**src/rtl/mdu_hilo_pkg.sv**
```systemverilog
// mdu_hilo_pkg: shared widths, op and state encodings for the HI/LO MDU.
// Ports: none (package).
package mdu_hilo_pkg;

  localparam int XLEN  = 32;
  localparam int ITERS = XLEN;
  localparam int CNTW  = $clog2(ITERS);

  typedef enum logic [1:0] {
    OP_MULT  = 2'b00,
    OP_MULTU = 2'b01,
    OP_DIV   = 2'b10,
    OP_DIVU  = 2'b11
  } op_e;

  typedef enum logic [1:0] {
    S_IDLE   = 2'b00,
    S_CALC   = 2'b01,
    S_FINISH = 2'b10
  } state_e;

  // Two's-complement magnitude; 0x8000_0000 maps to itself,
  // which reads correctly as an unsigned magnitude.
  function automatic logic [XLEN-1:0] mag(
    input logic [XLEN-1:0] v,
    input logic            neg
  );
    return neg ? (~v + 1'b1) : v;
  endfunction

endpackage

```
**src/rtl/mdu_hilo_if.sv**
```systemverilog
// mdu_hilo_if: start/busy/done and MTHI/MTLO bus between EX control and MDU.
// master drives start/op/rs_data/rt_data/hi_we/lo_we/wdata; slave returns busy/done/hi_out/lo_out.
interface mdu_hilo_if;
  import mdu_hilo_pkg::*;

  logic            start;
  op_e             op;
  logic [XLEN-1:0] rs_data;
  logic [XLEN-1:0] rt_data;
  logic            hi_we;
  logic            lo_we;
  logic [XLEN-1:0] wdata;
  logic            busy;
  logic            done;
  logic [XLEN-1:0] hi_out;
  logic [XLEN-1:0] lo_out;

  modport master (
    output start, op, rs_data, rt_data,
    output hi_we, lo_we, wdata,
    input  busy, done, hi_out, lo_out
  );

  modport slave (
    input  start, op, rs_data, rt_data,
    input  hi_we, lo_we, wdata,
    output busy, done, hi_out, lo_out
  );

endinterface

```
**src/rtl/mdu_step.sv**
```systemverilog
// mdu_step: one combinational shift-add (mul) or restoring (div) iteration.
// Ports: acc/ql/opb/is_div in; acc_n/ql_n out (next {acc, mplr-or-quotient}).
module mdu_step
  import mdu_hilo_pkg::*;
(
  input  logic [XLEN-1:0] acc,
  input  logic [XLEN-1:0] ql,
  input  logic [XLEN-1:0] opb,
  input  logic            is_div,
  output logic [XLEN-1:0] acc_n,
  output logic [XLEN-1:0] ql_n
);

  logic [XLEN:0]   sum;
  logic [XLEN:0]   shl;
  logic [XLEN-1:0] diff;
  logic            ge;

  always_comb begin
    sum  = {1'b0, acc} + (ql[0] ? {1'b0, opb} : '0);
    shl  = {acc, ql[XLEN-1]};
    ge   = shl >= {1'b0, opb};
    // remainder stays below divisor, so 32 bits of the difference suffice
    diff = shl[XLEN-1:0] - opb;
    if (is_div) begin
      acc_n = ge ? diff : shl[XLEN-1:0];
      ql_n  = {ql[XLEN-2:0], ge};
    end else begin
      acc_n = sum[XLEN:1];
      ql_n  = {sum[0], ql[XLEN-1:1]};
    end
  end

endmodule

```
**src/rtl/mdu_hilo.sv**
```systemverilog
// mdu_hilo: iterative MULT/MULTU/DIV/DIVU unit owning HI/LO, 34-cycle op latency.
// Ports: clk, rst (sync, active-high), bus (mdu_hilo_if.slave).
module mdu_hilo
  import mdu_hilo_pkg::*;
(
  input logic       clk,
  input logic       rst,
  mdu_hilo_if.slave bus
);

  state_e            state;
  op_e               op_q;
  logic [CNTW-1:0]   cnt;
  logic [XLEN-1:0]   acc;
  logic [XLEN-1:0]   ql;
  logic [XLEN-1:0]   opb;
  logic [XLEN-1:0]   hi_q;
  logic [XLEN-1:0]   lo_q;
  logic              neg_q;
  logic              neg_r;
  logic              div0;
  logic              busy_q;
  logic              done_q;

  logic [XLEN-1:0]   acc_n;
  logic [XLEN-1:0]   ql_n;
  logic              is_div;
  logic              sa;
  logic              sb;
  logic [2*XLEN-1:0] prod;
  logic [XLEN-1:0]   quo;
  logic [XLEN-1:0]   rem;

  assign is_div = op_q[1];
  assign sa     = ~bus.op[0] & bus.rs_data[XLEN-1];
  assign sb     = ~bus.op[0] & bus.rt_data[XLEN-1];

  mdu_step u_step (
    .acc    (acc),
    .ql     (ql),
    .opb    (opb),
    .is_div (is_div),
    .acc_n  (acc_n),
    .ql_n   (ql_n)
  );

  // With a zero divisor the restoring loop leaves |rs| in acc,
  // so the remainder fix-up already yields rs; only LO is forced.
  always_comb begin
    prod = neg_q ? (~{acc, ql} + 1'b1) : {acc, ql};
    quo  = div0 ? '1 : (neg_q ? (~ql + 1'b1) : ql);
    rem  = neg_r ? (~acc + 1'b1) : acc;
  end

  always_ff @(posedge clk) begin
    if (rst) begin
      state  <= S_IDLE;
      op_q   <= OP_MULT;
      cnt    <= '0;
      acc    <= '0;
      ql     <= '0;
      opb    <= '0;
      hi_q   <= '0;
      lo_q   <= '0;
      neg_q  <= 1'b0;
      neg_r  <= 1'b0;
      div0   <= 1'b0;
      busy_q <= 1'b0;
      done_q <= 1'b0;
    end else begin
      done_q <= 1'b0;
      unique case (state)
        S_IDLE: begin
          if (bus.start) begin
            op_q   <= bus.op;
            acc    <= '0;
            ql     <= mag(bus.rs_data, sa);
            opb    <= mag(bus.rt_data, sb);
            neg_q  <= sa ^ sb;
            neg_r  <= sa;
            div0   <= bus.op[1] & (bus.rt_data == '0);
            cnt    <= CNTW'(ITERS - 1);
            busy_q <= 1'b1;
            state  <= S_CALC;
          end else begin
            if (bus.hi_we) hi_q <= bus.wdata;
            if (bus.lo_we) lo_q <= bus.wdata;
          end
        end
        S_CALC: begin
          acc <= acc_n;
          ql  <= ql_n;
          if (cnt == '0) state <= S_FINISH;
          else           cnt   <= cnt - 1'b1;
        end
        S_FINISH: begin
          if (is_div) begin
            hi_q <= rem;
            lo_q <= quo;
          end else begin
            hi_q <= prod[2*XLEN-1:XLEN];
            lo_q <= prod[XLEN-1:0];
          end
          done_q <= 1'b1;
          busy_q <= 1'b0;
          state  <= S_IDLE;
        end
        default: state <= S_IDLE;
      endcase
    end
  end

  assign bus.busy   = busy_q;
  assign bus.done   = done_q;
  assign bus.hi_out = hi_q;
  assign bus.lo_out = lo_q;

endmodule

```
**src/flat_wrapper.sv**
```systemverilog
// flat-port wrapper written by rule: the top's interface ports become plain ports
module mdu_hilo_flat import mdu_hilo_pkg::*;
  (clk, rst, bus_start, bus_op, bus_rs_data, bus_rt_data, bus_hi_we, bus_lo_we, bus_wdata, bus_busy, bus_done, bus_hi_out, bus_lo_out);
  mdu_hilo_if bus_i ();
  input logic clk;
  input logic rst;
  input wire logic [$bits(bus_i.start)-1:0] bus_start;
  input wire logic [$bits(bus_i.op)-1:0] bus_op;
  input wire logic [$bits(bus_i.rs_data)-1:0] bus_rs_data;
  input wire logic [$bits(bus_i.rt_data)-1:0] bus_rt_data;
  input wire logic [$bits(bus_i.hi_we)-1:0] bus_hi_we;
  input wire logic [$bits(bus_i.lo_we)-1:0] bus_lo_we;
  input wire logic [$bits(bus_i.wdata)-1:0] bus_wdata;
  output wire logic [$bits(bus_i.busy)-1:0] bus_busy;
  output wire logic [$bits(bus_i.done)-1:0] bus_done;
  output wire logic [$bits(bus_i.hi_out)-1:0] bus_hi_out;
  output wire logic [$bits(bus_i.lo_out)-1:0] bus_lo_out;
  assign bus_i.start = bus_start;
  assign bus_i.op = bus_op;
  assign bus_i.rs_data = bus_rs_data;
  assign bus_i.rt_data = bus_rt_data;
  assign bus_i.hi_we = bus_hi_we;
  assign bus_i.lo_we = bus_lo_we;
  assign bus_i.wdata = bus_wdata;
  assign bus_busy = bus_i.busy;
  assign bus_done = bus_i.done;
  assign bus_hi_out = bus_i.hi_out;
  assign bus_lo_out = bus_i.lo_out;
  mdu_hilo u_core (.clk(clk), .rst(rst), .bus(bus_i));
endmodule
```
**config.mk**
```make
export PLATFORM = sky130hd
export DESIGN_NAME = mdu_hilo_flat
export DESIGN_NICKNAME = d
export VERILOG_FILES = /design/src/rtl/mdu_hilo_pkg.sv /design/src/rtl/mdu_hilo_if.sv /design/src/rtl/mdu_step.sv /design/src/rtl/mdu_hilo.sv /design/src/flat_wrapper.sv
export SDC_FILE = /design/constraint.sdc
export NUM_CORES = 1
export LEC_CHECK = 0
export ABC_AREA = 1
export CAP_MARGIN = 20
export CORE_MARGIN = 2
export CORE_UTILIZATION = 45
export CTS_CLUSTER_DIAMETER = 150
export CTS_CLUSTER_SIZE = 25
export DETAILED_ROUTE_END_ITERATION = 8
export GPL_TIMING_DRIVEN = 0
export PLACE_DENSITY = 0.62
export SLEW_MARGIN = 20
export SYNTH_ARGS = -nofsm -noshare
export SYNTH_HDL_FRONTEND = slang
export SYNTH_HIERARCHICAL = 1
export SYNTH_SLANG_ARGS = --single-unit
```
**constraint.sdc**
```tcl
create_clock -name clk -period 3.1 [get_ports clk]
set_input_delay 0.93 -clock clk [delete_from_list [all_inputs] [get_ports clk]]
set_output_delay 0.93 -clock clk [all_outputs]
set_load 0.005 [all_outputs]
```
==> results.md <==
* Ports at 169
* Share of cells above drive strength 1 at 6.35%
* Drt initial violations at 2,182
* Initial core utilization at 45.5%
* Number of synthesized flops with an enable pin at 0
* CP delay by family, top: simple AND/OR/NAND/NOR gates
* Pint at 4.66 mW
* Cells along the critical path: clkbuf_4 -> nand2_1 -> inv_1 -> ha_1 -> fa_2 -> nand2_1 -> nand2_1 -> and2_1 -> a21oi_2 -> inv_1 -> nand2_1 -> nand3_1 -> nand2_1 -> nand2_1 -> nand2_1 -> nand2_2 -> a22oi_1 -> nor2_1
* WS Path Type: register to register
* Pre-Repair DR Iteration Count at 8
* Min-Delay Path Class: register to register
* Most frequent cells in the layout: 976 x nand2_1, 374 x inv_1, 345 x nor2_1
* Vias per std cell at 5.62
* Largest net degree at the start of global routing at 17
* Final setup viols at 0
* Wire length per cell at 19.8 um
* VDD IR max at 0.000353 V
* Pre-CTS worst setup slack at -0.537 ns
* CTS Sinks at 173
* H-tree Lvls at 4
* Switching power of the nets at 3.24 mW
* Slew HR at 33.2%
* Worst hold start: u_core/cnt[0]$_SDFFE_PP0P_
* Worst hold slack at 0.469 ns
* Global placer's final weighted congestion at 1.04
* Max-cap violation count at 0
* Reg2reg end: u_core/acc[31]$_SDFFE_PP0P_
* Layout net count at 3,499
* Comb power frac at 37.4%
* Vias in the first global route at 20,100
* Switching share of total power at 41.0%
* Height of the die at 201 um
* Chip width at 201 um
* Hold Crit Endpoint: u_core/cnt[0]$_SDFFE_PP0P_
* Synth area leader: nand2_1
* Clock Skews at 0.0103 ns
* Max Buffers Root-to-Sink at 2
* R2R cell count at 18
* CP most frequent cell: nand2_1
* Core box area at 38,600 um2
* PD cells at 385 nW/um2
* YS warnings at 6
* RSZ-0062 raised after global routing: false
* Vias at 21,700
* Crit path required time at 3.45 ns
* Ys async rst share at 0%
* Skew-Pair Late Insertion Delay at 0.47 ns
* Top_reg_cell synth: dfxtp_1
* Flop2flop setup slack at 0.13 ns
* Part of the cycle the worst path needs at 96.0%
* Cells on Worst Hold Path at 2
* Hold-fix buffers at CTS at 0
* Port bufs at 167
* Critical Path Max Stage Delay at 0.41 ns
* # rows at 72
* Startpoint Class: register
* Synthesized cell area at 17,500 um2
* Gr usage total at 36.8%
* Buffers & Inverters on Critical Path at 3
* Period minus WS final at 2.97 ns
* Final Cell Area at 20,500 um2
* Fmax at 336 MHz
* Most common cell after layout, fill and taps aside: nand2_1
* Synthesis-stage register bit count at 173
* DRT antenna net count at 0
* Top cell type's share of synthesized area at 20.9%
* Synth-to-layout area growth at 16.9%
* R2R Path Start: u_core/ql[0]$_SDFFE_PP0P_
* Clk network pwr share at 28.7%
* Mapped Cells at 3,138
* Outcome: finished clean
* CTS tree: yes
* Mean Syn Cell Area at 5.59 um2
* Clk root buf: clkbuf_16
* Seq pwr share at 33.9%
* First-pass GRT wire length at 115,000 um
* Endpoint class of the critical path: register
* Die ar. at 40,600 um2
* Num CTS Buffers at 17
* Crit path arrival time at 3.32 ns
* Final Max Slew Viols at 0
* Worst-margin pin slew at 1.00 ns
* Seq/Total Area, Yosys at 19.7%
* DRC violations left at 0
* Critical-path maximum fanout at 10
* Lkg Pwr at 10.1 nW
* Synth cell types at 52
* Final WL at 76,200 um
* Gr ovfl total at 0
* Antenna violations before repair at 0
* Post-synth net total at 3,313
* Total power at 7.89 mW
* Worst path slowest cell: dfxtp_4
* Final WS setup at 0.125 ns
* Synth area leaders: nand2_1 21%, dfxtp_1 20%, inv_1 8.0%
* Worst-path clk slew at 0.07 ns
* Dpl hpwl at 64,300 um
* Hold Violations, Final at 0
* Placed cell areas at 19,900 um2
* Final core occ at 53.2%
==> metal layers <==
layer / vias up / global-route usage (%) / routed length [um]
met1: 9863 / 46.9 / 31100
met2: 1086 / 61.1 / 34800
met5: - / 0 / 0
met3: 162 / 5.69 / 6710
li1: 10600 / - / -
met4: 0 / 16.9 / 3660
==> cell type report <==
class / count / area [um2]
antenna: 1 / 2.50
clock buffer: 19 / 443
buffer: 114 / 587
tap: 518 / 648
clock inverter: 13 / 160
fill: 4192 / 18100
timing repair buffer: 168 / 1680
sequential: 173 / 3470
inverter: 397 / 1490
multi-input combinational: 2453 / 12000
==> synth_stat cells, drive strengths merged, types with 4 or more instances <==
library cell and instances:
buf 61, o21bai 9, a31oi 20, o211ai 10, nand3b 34, xnor2 20
nor3 25, xor2 17, or2 13, clkinv 5, a22oi 33, nor2 376
o221ai 6, nand2 1004, inv 392, nand4 47, clkbuf 54, o21a 4
ha 70, and2 4, a21oi 211, nand3 255, o21ai 282, dfxtp 173
==> sequential cells by signal, summed over array words and instances, names as in the netlist <==
name and count:
u_core/bus.lo_out 32, u_core/cnt 5, u_core/op_q 1, u_core/acc 32
u_core/div0 1, u_core/bus.done 1, u_core/state 2, u_core/neg_r 1
u_core/neg_q 1, u_core/bus.hi_out 32, u_core/bus.busy 1, u_core/opb 32
u_core/ql 32
==> cell families (layout without fill, tap and decap cells) <==
family,Yosys count,count (layout),share of synthesized area (%)
adder cells (fa/ha/maj),72,72,5.22
flip-flops,173,173,19.7
AND/OR/NAND/NOR,1763,1763,43.3
AO/OA/AOI/OAI,581,581,18.1
other,0,1,0
buffers and inverters,512,711,11.8
XOR/XNOR,37,37,1.85
==> per-stage QoR <==
step | cells | TNS [ns]
final | 3856 | 0
after global routing | 3855 | 0
after CTS | 3854 | 0
after detailed placement | 3823 | -6.39
after global placement | 3823 | -4.79
after floorplan | 3138 | 0
==> timing repair <==
| item | 4_1_cts | 5_1_grt |
|---|---|---|
| resized for setup | 5 | 8 |
| setup endpoints to repair | 22 | 14 |
| cloned | 0 | 0 |
| setup buffers | 0 | 1 |
| pin swaps | 0 | 1 |
==> how the worst max path moves through the flow <==
stage / from / depth (start not counted) / to
2_1_floorplan: u_core/ql[0]$_SDFFE_PP0P_ / 16 / u_core/acc[7]$_SDFFE_PP0P_
3_3_place_gp: u_core/ql[0]$_SDFFE_PP0P_ / 19 / u_core/acc[31]$_SDFFE_PP0P_
3_5_place_dp: u_core/ql[0]$_SDFFE_PP0P_ / 19 / u_core/acc[31]$_SDFFE_PP0P_
6_report: u_core/ql[0]$_SDFFE_PP0P_ / 18 / u_core/acc[31]$_SDFFE_PP0P_
5_1_grt: u_core/ql[0]$_SDFFE_PP0P_ / 17 / u_core/acc[27]$_SDFFE_PP0P_
4_1_cts: u_core/ql[0]$_SDFFE_PP0P_ / 18 / u_core/acc[31]$_SDFFE_PP0P_
==> tightest hold or removal path: cells and delay by family (launching register included) <==
family             cells  cell delay, ns
DFF                    1            0.31
and+or+nand+nor        1            0.06
AOI/OAI and AO/OA      1            0.05
==> power by group through the flow <==
stage	sequential, mW	clock, mW	combinational, mW
finish	2.68	2.27	2.95
global route	2.69	2.37	3.24
CTS	2.66	2.29	2.89
detailed placement	2.71	0	2.88
global placement	2.70	0	2.84
floorplan	2.60	0	1.88
(Power assumes the default switching activity.)
==> RTL change: new RTL, same flow settings <==
`XLEN`: 32 -> 16.
--- a/src/rtl/mdu_hilo_pkg.sv
+++ b/src/rtl/mdu_hilo_pkg.sv
@@ -2,7 +2,7 @@
 // Ports: none (package).
 package mdu_hilo_pkg;
 
-  localparam int XLEN  = 32;
+  localparam int XLEN  = 16;
   localparam int ITERS = XLEN;
   localparam int CNTW  = $clog2(ITERS);
 
Interface: changed (5 resized); port bits go from 169 to 89. The function was not compared with the original's and may differ.
==> RTL change against the unedited design <==
- utilization up 0.81 points
- clock power fell by 52%
- cell area is 53% lower
- worst setup slack improved by 86 ps
- area after synthesis decreased by 53%
- critical endpoint is now u_core/acc[5]
- highest routed layer unchanged
- via count is 57% lower
- sequential share of layout area up 2.1 points
- routed wire length down 63%
- cell count down 55%
- synthesized cell count shrank 55%
- sequential cell count shrank 81
- power shrank 49%
==> RTL change: results (changes against the unedited design) <==
Power
The static leakage was 4.78 nW (-53%). The internal power contribution came to 2.41 mW (-48%). The maximum resistive drop on vdd came to 0.296 mV (-16%).

Timing
The post-route clock skew is 11.0 ps (+0.698 ps). The transition time at the pin with the least slew margin is 659 ps (-343 ps).

CTS
The number of H-tree branching levels is 3 (-1). The TritonCTS buffer count came to 9 (-8). The clock insertion delay at the later pin of the skew report is 350 ps (-120 ps).

Route
The total number of vias is 9,376 (-57%). The per-cell routed wire length is 16.3 µm (-17%). The number of iterations in the first detailed-routing pass is 6 (-2).

Placement
The detailed placer's ending HPWL came to 22.9 mm (-64%). The final estimated routing congestion in global placement was 0.969 (-6.7%). The instance count after placement with tap cells included is 1,734 (-55%).

Synth
The total nets after synthesis is 1,512 (-54%). The count of distinct cell types in the synthesized netlist is 49 (-5.8%). The xor-xnor portion of the synthesized cell area is 1.80% (-0.043 points). The post-synthesis adder-cell area fraction was 6.09% (+0.87 points). The compound-gate portion of the synthesized area is 17.9% (-0.18 points).

The post-synthesis sequential area ratio is 22.3% (+2.6 points).

Final layout
The count of inserted antenna diode cells came to 0 (-1). The count of placed standard cells in the final layout, fillers left out came to 1,750 (-55%).

Worst hold path
In this run the most critical hold path is launched from u_core/cnt[3].

Run status
The run finished with clean final reports.

Worst setup path
In this run the worst setup path terminates at u_core/acc[5]. The slack of the worst reg-to-reg path is 210 ps (+90 ps).

Global route
The overall routing resource usage is 29.2% (-7.6 points). The via count of the first global-routing pass is 8,569 (-57%).
==> RTL change: cell types whose count changed in the layout (fill, tap and decap cells not counted), sizes merged, moves of 80 or more <==
cell and delta:
a21oi -125, clkdlybuf4s50 -80, dfxtp -81, inv -209
nand2 -547, nand3 -139, nor2 -232, o21ai -158
==> RTL change: logic make-up (layout without fill, tap and decap cells) <==
logic type,count (synthesis),count (layout)
flip-flops,92,92
XOR/XNOR,17,17
AO/OA/AOI/OAI,264,264
adder cells (fa/ha/maj),39,39
AND/OR/NAND/NOR,770,770
buffers and inverters,236,339
==> RTL change: area by class of cell <==
class                      count  area (µm²)  area share [%]
sequential                    92        1840            19.0
timing repair buffer          87         871            8.98
buffer                        53         267            2.75
inverter                     183         687            7.08
clock inverter                 7        58.8           0.606
multi-input combinational   1090        5460            56.3
clock buffer                   9         225            2.32
tap                          229         287            2.95
==> RTL change: metal layers <==
| metal | global-route usage (%) | routed length [µm] | share of wire (%) |
|---|---|---|---|
| met4 | 5.37 | 355 | 1.2 |
| met1 | 42.8 | 13900 | 49 |
| met3 | 5.33 | 2120 | 7.4 |
| met2 | 45.3 | 12100 | 43 |
| met5 | 0 | 0 | 0 |
==> RTL change: worst max-delay path: stages (launching register included) <==
cell	delay, ps
dfxtp_1	350
clkbuf_2	210
clkbuf_2	260
nand2_1	100
inv_1	40
ha_1	220
fa_1	440
nand3_1	100
nand2_1	110
nand3_1	90
nand2_1	110
or2_2	290
nand3_1	80
nand2_1	100
a22oi_1	190
nor2_1	60
==> RTL change: power groups by stage <==
stage	sequential, mW	combinational, mW	clock (mW)
after floorplan	1.39	1.02	0
after global placement	1.44	1.48	0
after detailed placement	1.44	1.49	0
after CTS	1.41	1.49	1.09
after global routing	1.43	1.69	1.15
final	1.41	1.51	1.09
==> RTL change: how the worst min path moves through the flow <==
stage,to,slack [ps],cells after the start
2_1_floorplan,u_core/state[1],430,1
3_3_place_gp,u_core/state[1],460,1
5_1_grt,u_core/state[1],510,1
6_report,u_core/state[1],480,1
3_5_place_dp,u_core/state[1],470,1
4_1_cts,u_core/state[1],470,1
==> RTL change: timing repair <==
item,4_1_cts,5_1_grt
resized for setup,0,5
hold endpoints to repair,0,0
setup endpoints to repair,0,11
==> RTL change: metrics by stage <==
stage	area (µm²)	setup WS, ps	utilization [%]
after floorplan	8250	692	-
after global placement	9410	12.2	52.4
after detailed placement	9410	54.0	52.4
after CTS	9690	27.2	54.0
after global routing	9700	42.7	54.0
final	9700	211	54.0
